## config.mk

```make
export PLATFORM = sky130hd
export DESIGN_NAME = vec_alu_exec
export DESIGN_NICKNAME = d
export VERILOG_FILES = /design/src/rtl/vmips_pkg.sv /design/src/rtl/vec_slice_alu.sv /design/src/rtl/vec_alu_exec.sv
export SDC_FILE = /design/constraint.sdc
export NUM_CORES = 1
export LEC_CHECK = 0
export CAP_MARGIN = 20
export CORE_UTILIZATION = 35
export DETAILED_ROUTE_END_ITERATION = 12
export MAX_ROUTING_LAYER = met4
export PLACE_DENSITY_LB_ADDON = 0.12
export SLEW_MARGIN = 20
export SYNTH_ARGS = -nofsm -noshare
export SYNTH_HDL_FRONTEND = slang
export SYNTH_SLANG_ARGS = --single-unit
```

## constraint.sdc

```tcl
create_clock -name clk -period 15.8 [get_ports clk]
set_input_delay 3.16 -clock clk [delete_from_list [all_inputs] [get_ports clk]]
set_output_delay 3.16 -clock clk [all_outputs]
set_load 0.01 [all_outputs]
```

## src/rtl/vmips_pkg.sv

```systemverilog
// Shared encodings for the vector execute block:
// ALU op codes, MSA lane formats and FSM states.
package vmips_pkg;

    typedef enum logic [2:0] {
        ALU_ADD = 3'b000,
        ALU_SUB = 3'b001,
        ALU_AND = 3'b010,
        ALU_OR  = 3'b011,
        ALU_SLT = 3'b100
    } alu_op_e;

    typedef enum logic [1:0] {
        DF_B = 2'b00,
        DF_H = 2'b01,
        DF_W = 2'b10,
        DF_D = 2'b11
    } df_e;

    typedef enum logic [1:0] {
        ST_IDLE = 2'b00,
        ST_BUSY = 2'b01,
        ST_DONE = 2'b10
    } state_e;

    localparam int SLICE_W = 32;

endpackage

```

## src/rtl/vec_slice_alu.sv

```systemverilog
// 32-bit combinational slice ALU with lane-segmented
// carry; double format is handled as word.
module vec_slice_alu
    import vmips_pkg::*;
(
    input  logic [2:0]  op,
    input  logic [1:0]  df,
    input  logic [31:0] a,
    input  logic [31:0] b,
    output logic [31:0] y
);

    logic [1:0]  w_fmt;
    logic        w_sub;
    logic [31:0] w_bx;
    logic [31:0] w_sum;
    logic [31:0] w_slt;

    assign w_fmt = (df == DF_D) ? DF_W : df;
    assign w_sub = (op == ALU_SUB);
    assign w_bx  = w_sub ? ~b : b;

    // byte-wise adder; carry restarts at every lane boundary
    always_comb begin
        logic       c;
        logic [8:0] s;
        c     = 1'b0;
        s     = '0;
        w_sum = '0;
        for (int i = 0; i < 4; i++) begin
            if (i == 0 || w_fmt == DF_B || (w_fmt == DF_H && i == 2))
                c = w_sub;
            s = {1'b0, a[8*i +: 8]} + {1'b0, w_bx[8*i +: 8]} + {8'b0, c};
            w_sum[8*i +: 8] = s[7:0];
            c = s[8];
        end
    end

    // signed less-than per lane, zero-extended into the lane
    always_comb begin
        w_slt = '0;
        unique case (w_fmt)
            DF_B: begin
                for (int i = 0; i < 4; i++)
                    w_slt[8*i] = $signed(a[8*i +: 8]) < $signed(b[8*i +: 8]);
            end
            DF_H: begin
                for (int j = 0; j < 2; j++)
                    w_slt[16*j] = $signed(a[16*j +: 16]) < $signed(b[16*j +: 16]);
            end
            default: w_slt[0] = $signed(a) < $signed(b);
        endcase
    end

    // operation select; unused codes pass operand a through
    always_comb begin
        case (op)
            ALU_ADD, ALU_SUB: y = w_sum;
            ALU_AND:          y = a & b;
            ALU_OR:           y = a | b;
            ALU_SLT:          y = w_slt;
            default:          y = a;
        endcase
    end

endmodule

```

## src/rtl/vec_alu_exec.sv

```systemverilog
// Multi-cycle vector ALU: latches a request, runs one
// 32-bit slice per cycle, holds the result until taken.
module vec_alu_exec
    import vmips_pkg::*;
#(
    parameter int VLEN  = 128,
    parameter int SLICE = 32
) (
    input  logic            clk,
    input  logic            rst_n,
    input  logic            in_valid,
    output logic            in_ready,
    input  logic [2:0]      alu_ctrl,
    input  logic [1:0]      df,
    input  logic [VLEN-1:0] src_a,
    input  logic [VLEN-1:0] src_b,
    output logic            out_valid,
    input  logic            out_ready,
    output logic [VLEN-1:0] result,
    output logic            df_err
);

    localparam int NSL = VLEN / SLICE;
    localparam int CW  = (NSL > 1) ? $clog2(NSL) : 1;
    localparam logic [CW-1:0] LAST = CW'(NSL - 1);

    state_e          r_state;
    logic [2:0]      r_op;
    logic [1:0]      r_df;
    logic [VLEN-1:0] r_a;
    logic [VLEN-1:0] r_b;
    logic [VLEN-1:0] r_res;
    logic [CW-1:0]   r_cnt;
    logic            r_in_ready;
    logic            r_out_valid;
    logic            r_err;

    logic [31:0] w_a;
    logic [31:0] w_b;
    logic [31:0] w_y;

    assign w_a = r_a[r_cnt*SLICE +: 32];
    assign w_b = r_b[r_cnt*SLICE +: 32];

    vec_slice_alu u_alu (
        .op (r_op),
        .df (r_df),
        .a  (w_a),
        .b  (w_b),
        .y  (w_y)
    );

    // control FSM, operand latch and slice-wise result write
    always_ff @(posedge clk or negedge rst_n) begin
        if (!rst_n) begin
            r_state     <= ST_IDLE;
            r_op        <= '0;
            r_df        <= '0;
            r_a         <= '0;
            r_b         <= '0;
            r_res       <= '0;
            r_cnt       <= '0;
            r_in_ready  <= 1'b1;
            r_out_valid <= 1'b0;
            r_err       <= 1'b0;
        end else begin
            case (r_state)
                ST_IDLE: begin
                    if (in_valid) begin
                        r_op       <= alu_ctrl;
                        r_df       <= df;
                        r_a        <= src_a;
                        r_b        <= src_b;
                        r_cnt      <= '0;
                        r_in_ready <= 1'b0;
                        r_state    <= ST_BUSY;
                        if (df == DF_D)
                            r_err <= 1'b1;
                    end
                end
                ST_BUSY: begin
                    r_res[r_cnt*SLICE +: 32] <= w_y;
                    r_cnt <= r_cnt + 1'b1;
                    if (r_cnt == LAST) begin
                        r_out_valid <= 1'b1;
                        r_state     <= ST_DONE;
                    end
                end
                ST_DONE: begin
                    if (out_ready) begin
                        r_out_valid <= 1'b0;
                        r_in_ready  <= 1'b1;
                        r_state     <= ST_IDLE;
                    end
                end
                default: r_state <= ST_IDLE;
            endcase
        end
    end

    assign in_ready  = r_in_ready;
    assign out_valid = r_out_valid;
    assign result    = r_res;
    assign df_err    = r_err;

endmodule

```

==> summary.md, run 1 <==
| Metric | Value |
|---|---|
| Vias in the first global route | 15,141 |
| WP data arrival | 10.27 ns |
| CP Max Fanout | 29 |
| Min cycle time layout | 9.83 ns |
| Die span in y | 244 um |
| Mapped Nets | 2,036 |
| CP max stage delay | 0.55 ns |
| Detail Route Antenna Nets | 0 |
| Initial drt markers | 1,031 |
| Critical Path RT | 16.24 ns |
| Syn_area_per_cell | 12.6 um^2 |
| Unrepaired setup endpoints after global routing | no |
| Ratio of cells with drive above 1 in the final layout | 0.218 |
| R2r setup slk | 5.97 ns |
| H-tree depth | 2 |
| Router iterations before antenna repair | 5 |
| Hold Path Depth | 2 |
| Clock transition at path regs | 0.06 ns |
| Fin. Hold Viols | 0 |
| Slowest-stage cell, CP | nor2_2 |
| Fmax | 102 MHz |
| First-pass GRT wire length | 96,300 um |
| Crit path launch type | flop |
| Antenna violations before repair | 3 |
| Detailed-route via count | 14,644 |
| Total CTS buffers | 46 |
| Status | finished, final reports clean |
| DPL Wire Length | 47,500 um |
| CTS Root Cell | clkbuf_16 |
| Crit path top cell by count | a21oi_1 |
| Hold Path Class | flop to flop |
| Die area | 59,600 um^2 |
| Clk buf depth | 3 |
| Setup TNS | 0 ns |
| Fill count | 5,325 |
| I/O pins | 396 |
| Leading area contributor after synthesis | dfrtp_1 |
| Vias per inst | 5.22 |
| Share of the synthesized area in the top cell type | 0.482 |
| Register-to-Register Path Depth | 40 |
| Row Count | 88 |
| Final Cycle Share | 0.622 |
| Post-synth top cells | dfrtp_1 (395), mux2_2 (262), ha_1 (129) |
| Grt ovf | 0 |
| Worst-Skew Late Latency | 0.58 ns |
| Worst hold start | result[70] |
| Critical R2R Capture | result[30] |
| Synthesized flop and latch total | 396 |
| Yosys warning count | 0 |
| PostCTS Resize Cnt | 0 |
| Finish-stage setup viols | 0 |
| Worst slew pin tran | 1.24 ns |
| Setup CP Type | flop to flop |
| Most common cell in the netlist | dfrtp_1 |
| # clock sinks | 396 |
| Register area | 9920 um^2 |
| Register area share after synthesis | 0.483 |
| Placeable Area | 57,800 um^2 |
| Ranking of synthesized cells by area | dfrtp_1 (48%), mux2_2 (14%), ha_1 (7.9%) |
| Routed wire length | 64,000 um |
| Post-synth ARST share | 1.00 |
| Number of port buffers | 395 |
| Critical Path Start | r_op[2] |
| WHS Endpoint | result[70] |
| Hold-fix buffers, CTS | 0 |
| Top FF cell, synth | dfrtp_1 |
| Rel. slew slack | 0.174 |
| Gpl congestion | 0.903 |
| Gate Count Post-Synth | 1,635 |
| Largest net degree at the start of global routing | 178 |
| EDFF count, synth | 0 |
| Routed len/inst | 22.8 um |
| GRT Resource Usage Total | 0.223 |
| Final #Nets | 2,405 |
| CTS tree | done |
| Die Wd | 244 um |
| Final Slew Violations | 0 |
| Post-synth cell types | 66 |
| Worst R2R Start | r_op[2] |
| Post-CTS setup buffer count | 0 |
| Area grow syn2layout | 30.5% |
| Final Skew | 0.0338 ns |
| DRC | 0 |
| Mapped Area | 20,500 um^2 |
| Footprint of the multi-input gates | 9940 um^2 |
| Max-cap check violation count | 0 |
| Initial core utilization | 0.355 |
| Critical Path End Type | flop |
logic make-up (layout without fill, tap and decap cells):
kind of cell / count (synthesis) / after routing / share of synthesized area
xor+xnor: 49 / 49 / 0.0209
mux: 342 / 342 / 0.222
other cells: 0 / 3 / 0
fa+ha+maj: 136 / 136 / 0.0855
flops: 396 / 396 / 0.483
compound gates: 324 / 324 / 0.105
simple gates: 208 / 208 / 0.0488
buf+inv: 180 / 584 / 0.0349
critical path: cells and delay by family (launching register included):
family	cells	cell delay (ns)
fa+ha+maj	7	2.96
mux	1	0.09
xor+xnor	1	0.20
flops	1	0.36
simple gates	4	1.02
compound gates	25	4.45
buf+inv	2	0.61
routing by layer:
layer  share of wire  GRT usage  vias to the layer above
li1                -          -                     6665
met1            0.42      0.283                     7469
met2            0.48      0.353                      438
met3           0.072     0.0509                       72
met4           0.025     0.0662                        0
met5               0          -                        -
cell usage in the layout, fill, tap and decap left out, types with 64 or more instances in the layout:
cell type	netlist	layout
dfrtp_1	395	391
a21oi_1	70	70
mux4_2	64	64
a22o_1	67	67
clkdlybuf4s50_1	0	394
inv_1	88	88
ha_1	129	129
nand2_1	88	85
o21ai_0	94	94
mux2_2	262	262
through the flow:
step | setup slack [ns] | hold WS (ns) | util | instances | instance area [um^2]
floorplan | 6.95 | 0.475 | - | 1635 | 20500
global placement | 6.24 | 0.456 | 0.437 | 2721 | 25300
detailed placement | 6.09 | 0.470 | 0.437 | 2721 | 25300
CTS | 6.03 | 0.484 | 0.463 | 2804 | 26800
global route | 5.40 | 0.507 | 0.463 | 2806 | 26800
finish | 5.97 | 0.478 | 0.464 | 2807 | 26800
area by class of cell:
cell class              instances  share of cell area
well taps                     765              0.0357
clock buffers                  73              0.0539
diodes                          3            0.000280
multi-input cells            1059               0.371
clock inverters                10             0.00318
inverters                      89              0.0125
flip-flops and latches        396               0.370
repair buffers                412               0.153
how the worst max path moves through the flow:
stage	to	slack, ns	depth (start not counted)
final	result[30]	5.97	40
after floorplan	result[126]	6.95	41
after global placement	result[62]	6.24	40
after detailed placement	result[126]	6.09	34
after CTS	result[94]	6.03	34
after global routing	result[94]	5.40	40
flip-flops by register name (all words and copies together) (netlist names):
name and cells:
r_a 128, r_b 128, result 128, r_op 3, r_cnt 2, r_df 2
r_state 2, df_err 1, in_ready 1, out_valid 1
Power of run 1 is left out: the tool's default activity adds up to more than one toggle a clock period on the data nets, which glitch-free logic cannot reach.
==> run 2, diff against run 1 <==
- clock period: 15.8 -> 8.2 ns (I/O delays scaled with it)
==> summary.md, run 2 (synthesis results as in run 1) <==
| Metric | Value |
|---|---|
| Unrepaired setup endpoints after global routing | yes (was no) |
| Min cycle time layout | 8.03 ns (was 9.83 ns) |
| Finish-stage setup viols | 0 (unchanged) |
| Hold Path Class | flop to flop (unchanged) |
| Final Cycle Share | 0.979 (was 0.622) |
| Vias per inst | 5.14 (was 5.22) |
| Worst-Skew Late Latency | 0.58 ns (about the same) |
| Row Count | 88 (unchanged) |
| Fin area | 27,100 um^2 (was 26,800 um^2) |
| Crit path top cell by count | a21oi_2 (was a21oi_1) |
| Number of port buffers | 395 (unchanged) |
| Footprint of the multi-input gates | 10,000 um^2 (was 9940 um^2) |
| Worst slew pin tran | 1.14 ns (was 1.24 ns) |
| Routed wire length | 63,500 um (was 64,000 um) |
| Final Skew | 0.0150 ns (was 0.0338 ns) |
| Final #Nets | 2,442 (was 2,405) |
| Worst hold start | result[21] (was result[70]) |
| Initial core utilization | 0.355 (unchanged) |
| Routed len/inst | 22.3 um (was 22.8 um) |
| DRC | 0 (unchanged) |
| Dpl cells | 2,755 (was 2,721) |
| Gpl congestion | 0.903 (about the same) |
| WP data arrival | 8.48 ns (was 10.27 ns) |
| Fin. Hold Viols | 0 (unchanged) |
| Ratio of cells with drive above 1 in the final layout | 0.242 (was 0.218) |
| Router iterations before antenna repair | 5 (unchanged) |
| DPL Wire Length | 47,200 um (was 47,500 um) |
| Layout Cells excl Fill | 2,840 (was 2,807) |
| Post-DP Area | 25,600 um^2 (was 25,300 um^2) |
| H-tree depth | 2 (unchanged) |
| GRT Resource Usage Total | 0.220 (was 0.223) |
| Clock transition at path regs | 0.06 ns (about the same) |
| Vias in the first global route | 15,342 (was 15,141) |
| First-pass GRT wire length | 96,100 um (was 96,300 um) |
| Area grow syn2layout | 32.0% (was 30.5%) |
| Register area | 9920 um^2 (unchanged) |
| CTS tree | done (unchanged) |
| CP Max Fanout | 7 (was 29) |
| Rel. slew slack | 0.238 (was 0.174) |
| Max-cap check violation count | 0 (unchanged) |
| Final worst slack | 0.173 ns (was 5.97 ns) |
| CTS Root Cell | clkbuf_16 (unchanged) |
| Final Slew Violations | 0 (unchanged) |
| Grt ovf | 0 (unchanged) |
| Total CTS buffers | 45 (was 46) |
| I/O pins | 396 (unchanged) |
| Initial drt markers | 786 (was 1,031) |
| Status | finished, final reports clean (unchanged) |
| Slowest-stage cell, CP | mux4_2 (was nor2_2) |
| Delay-heaviest family, CP | compound AO/OA/AOI/OAI gates (unchanged) |
| Pre-CTS setup slack | -0.106 ns (was 6.09 ns) |
| Largest net degree at the start of global routing | 187 (was 178) |
| Placeable Area | 57,800 um^2 (unchanged) |
| Die span in y | 244 um (unchanged) |
| CP max stage delay | 0.52 ns (was 0.55 ns) |
| Commonest non-fill, non-tap cell in the layout | clkdlybuf4s50_1 (unchanged) |
| Die Wd | 244 um (unchanged) |
| Most frequent cells in the layout | clkdlybuf4s50_1 (394), dfrtp_1 (391), mux2_2 (262), ha_1 (129), o21ai_0 (90) (was clkdlybuf4s50_1 (394), dfrtp_1 (391), mux2_2 (262), ha_1 (129), o21ai_0 (94)) |
| Critical Path Start | r_cnt[0] (was r_op[2]) |
| Die area | 59,600 um^2 (unchanged) |
| Fmax | 125 MHz (was 102 MHz) |
| Clk buf depth | 3 (unchanged) |
| Setup CP Type | flop to flop (unchanged) |
| Detailed-route via count | 14,604 (was 14,644) |
| Worst R2R Start | r_cnt[0] (was r_op[2]) |
| # clock sinks | 396 (unchanged) |
| Antenna violations before repair | 3 (unchanged) |
| Detail Route Antenna Nets | 0 (unchanged) |
| WP buf/inv | 1 (was 2) |
| Critical Path End Type | flop (unchanged) |
| Crit path launch type | flop (unchanged) |
| Fill count | 5,288 (was 5,325) |
| Critical Path RT | 8.65 ns (was 16.24 ns) |
-- run 2: cell type report --
cell class / instances / share of cell area
antenna: 1 / 0.0000924
tap: 765 / 0.0353
sequential: 396 / 0.366
multi-input combinational: 1059 / 0.370
clock inverter: 17 / 0.00439
inverter: 89 / 0.0123
clock buffer: 63 / 0.0475
timing repair buffer: 450 / 0.164
-- run 2: timing repair --
action,in CTS,in global routing
buffers inserted,0,4
resized for setup,3,21
pin swaps,0,8
setup endpoints to repair,10,28
hold buffers,0,0
-- run 2: worst min-delay path, cell delays in order (launching register included) --
cell and delay, ns:
dfrtp_1 0.34, nand2_1 0.05, o21ai_0 0.06
-- run 2: through the flow --
step | hold WS [ns] | setup TNS, ns | utilization
after floorplan | 0.475 | 0 | -
after global placement | 0.463 | 0 | 0.443
after detailed placement | 0.470 | -0.705 | 0.443
after CTS | 0.483 | 0 | 0.467
after global routing | 0.507 | -0.728 | 0.469
final | 0.481 | 0 | 0.469
-- run 2: final timing paths --
path                              end  depth (start not counted)  slack [ns]
max                        result[94]                         39        0.17
min                        result[21]                          2        0.48
max reg2reg                result[94]                         39        0.17
min reg2reg                result[21]                          2        0.48
max in group asynchronous     r_op[0]                          2        5.62
min in group asynchronous  result[69]                          1        1.14
-- run 2: layer usage --
layer | vias up | track usage | wire [um]
met5 | - | - | 0
met4 | 0 | 0.0531 | 1260
met3 | 73 | 0.0290 | 2870
met2 | 364 | 0.367 | 31700
met1 | 7429 | 0.282 | 27600
li1 | 6738 | - | -
Power of run 2 is left out for the same reason.
==> RTL edit (flow settings as in run 2) <==
Encoding of `state_e`: now one-hot (3 bits for 3 states).
--- a/src/rtl/vmips_pkg.sv
+++ b/src/rtl/vmips_pkg.sv
@@ -19,6 +19,6 @@
 
-    typedef enum logic [1:0] {
-        ST_IDLE = 2'b00,
-        ST_BUSY = 2'b01,
-        ST_DONE = 2'b10
+    typedef enum logic [2:0] {
+        ST_IDLE = 3'b001,
+        ST_BUSY = 3'b010,
+        ST_DONE = 3'b100
     } state_e;
Formal check against the unedited RTL: same outputs for any inputs over 4 cycles, from zero or initial values and one cycle with rst_n low; so few cycles prove little.
==> RTL edit against run 2 <==
- design area grew 1.6%
- setup slack gained 0.097 ns
- via count is 5.6% higher
- synthesized area grew 1.1%
- wire length rose by 5.1%
- core utilization grew 0.47 points
- sequential cell count up 1
- critical path type unchanged
- count of clock-buffer cells in the layout increased by 6
- die area increased by 1.1%
==> RTL edit: results (changes against run 2) <==
Outcome - finished clean
Initial antenna violation count - 4 (+1)
Nets - 2,542 (+4.1%)
Setup TNS - 0 ns (unchanged)
Maximum number of pins on one net before global-route repair - 175 (-6.4%)
Routed Wire Length - 66,720 um (+5.1%)
First-pass GRT wire length - 99,780 um (+3.8%)
Root Buffer - clkbuf_16
Vias in the first global route - 15,680 (+2.2%)
Top cells by area, synth - dfrtp_1 48%, mux2_2 14%, ha_1 7.7%
Inserted Clock Buffers - 46 (+2.2%)
Hold Path Class - flop to flop
Yosys cell types - 64 (-3.0%)
Worst Hold Launch - result[33]
Detailed-route vias per instance - 5.244 (+2.0%)
Worst Path Max Fanout - 5 (-2)
Crit path DAT - 8.39 ns (-0.09 ns)
Vias - 15,420 (+5.6%)
Sw Ratio - 43.18%
Ys Warns - 0 (unchanged)
Initial drt markers - 753 (-4.2%)
Total leakage power - 11.80 nW
Deepest clock path buffer count - 3 (unchanged)
Top cells by count, synth - 395 x dfrtp_1, 260 x mux2_2, 146 x nand2_1, 128 x ha_1, 96 x inv_1
IR drop worst, VDD - 0.0002595 V
CP Launch Point - r_cnt[0]
HPWL Detailed - 49,970 um (+6.0%)
Layout Skew - 0.02021 ns (+0.005203 ns)
Avg Inst Size Synth - 12.07 um^2 (-3.9%)
Clk Latency, worst-skew pair - 0.57 ns
Seq/Total Area, Yosys - 47.88% (-0.40 points)
Most common cell in the netlist - dfrtp_1
GRT Overall Usage - 22.58% (+0.62 points)
Worst-Margin Slew - 1.049 ns (-0.09417 ns)
Critical Path Max Stage Delay - 0.53 ns
Synth Net Count - 2,120 (+4.1%)
Slowest cell on the critical path - dfrtp_4
Async SR Flop Fraction - 100.0% (unchanged)
Clock transition at path regs - 0.06 ns (about the same)
DP Cell Count - 2,851 (+3.5%)
Port Buffers - 395 (unchanged)
CP delay by family, top - compound AO/OA/AOI/OAI gates
# H-tree levels - 2 (unchanged)
Gpl congestion - 0.9044 (+0.16%)
Share of cells above drive strength 1 - 23.84% (-0.37 points)
Max-Cap Viols - 0 (unchanged)
TritonRoute pass-1 iters - 7 (+2)
RTL edit: cell types whose count changed in the layout (fill, tap and decap cells not counted), moves of 5 or more:
cell | run 2 | this run
mux2i_1 | 16 | 6
nor2_1 | 41 | 60
o31ai_1 | 3 | 10
o21ai_1 | 3 | 9
nor2b_1 | 11 | 5
clkinv_2 | 13 | 7
o21ai_0 | 90 | 77
nand2_1 | 85 | 143
a31oi_1 | 0 | 26
a22o_1 | 66 | 60
a32o_1 | 9 | 4
inv_1 | 88 | 95
buf_4 | 48 | 70
RTL edit: path summary, 6_finish.rpt:
check | end | slack, ns | cells after the start
max | result[31] | 0.27 | 36
min | result[33] | 0.48 | 2
max reg2reg | result[31] | 0.27 | 36
min reg2reg | result[33] | 0.48 | 2
max in group asynchronous | r_a[48] | 5.56 | 2
min in group asynchronous | result[12] | 1.13 | 1
RTL edit: power by group through the flow:
stage / Sequential, mW / Combinational, mW / Clock (mW)
final: 3.15 / 8.48 / 1.97
after global routing: 3.25 / 9.26 / 2.11
after CTS: 3.15 / 8.27 / 2.03
after detailed placement: 3.19 / 8.16 / 0
after global placement: 3.16 / 8.04 / 0
after floorplan: 3.06 / 5.43 / 0
RTL edit: layer usage:
metal,GRT usage (%),up-vias,wire length [um]
met5,-,-,0
met4,6.357,0,1831
met3,3.634,95,3244
met2,36.30,419,32270
met1,29.40,7846,29370
li1,-,7063,-
RTL edit: area by class of cell:
class	instances	area (um^2)
Multi-Input combinational cell	1130	10220
Clock inverter	10	58.81
Tap cell	765	957.2
Fill cell	5285	30620
Inverter	96	360.3
Sequential cell	397	9947
Clock buffer	69	1381
Antenna cell	3	7.507
Timing Repair Buffer	471	4587
RTL edit: logic make-up (layout without fill, tap and decap cells):
family | after synthesis | count (layout) | share of synthesized area (%)
AO/OA/AOI/OAI | 338 | 338 | 10.75
adder cells (fa/ha/maj) | 135 | 135 | 8.393
AND/OR/NAND/NOR | 279 | 279 | 6.005
XOR/XNOR | 48 | 48 | 2.026
buffers and inverters | 193 | 646 | 3.599
other | 0 | 3 | 0
flip-flops | 397 | 397 | 47.88
multiplexers | 330 | 330 | 21.34
RTL edit: repair_timing:
item	CTS	global route
setup endpoints to repair	23	28
pin swaps	2	22
gates resized for setup	11	31
setup buffers	3	5
RTL edit: worst min-delay path, stage by stage (launching register included):
cell and delay (ns):
dfrtp_1 0.34, nand2_1 0.05, o21ai_0 0.06
RTL edit: through the flow:
| step | hold slack, ns | worst slack (ns) | instance area, um^2 |
|---|---|---|---|
| CTS | 0.4868 | 0.04718 | 27390 |
| floorplan | 0.4752 | 0.02750 | 20790 |
| global placement | 0.4707 | -0.2781 | 25890 |
| finish | 0.4825 | 0.2693 | 27520 |
| detailed placement | 0.4745 | -0.3338 | 25890 |
| global route | 0.5005 | -0.2198 | 27520 |
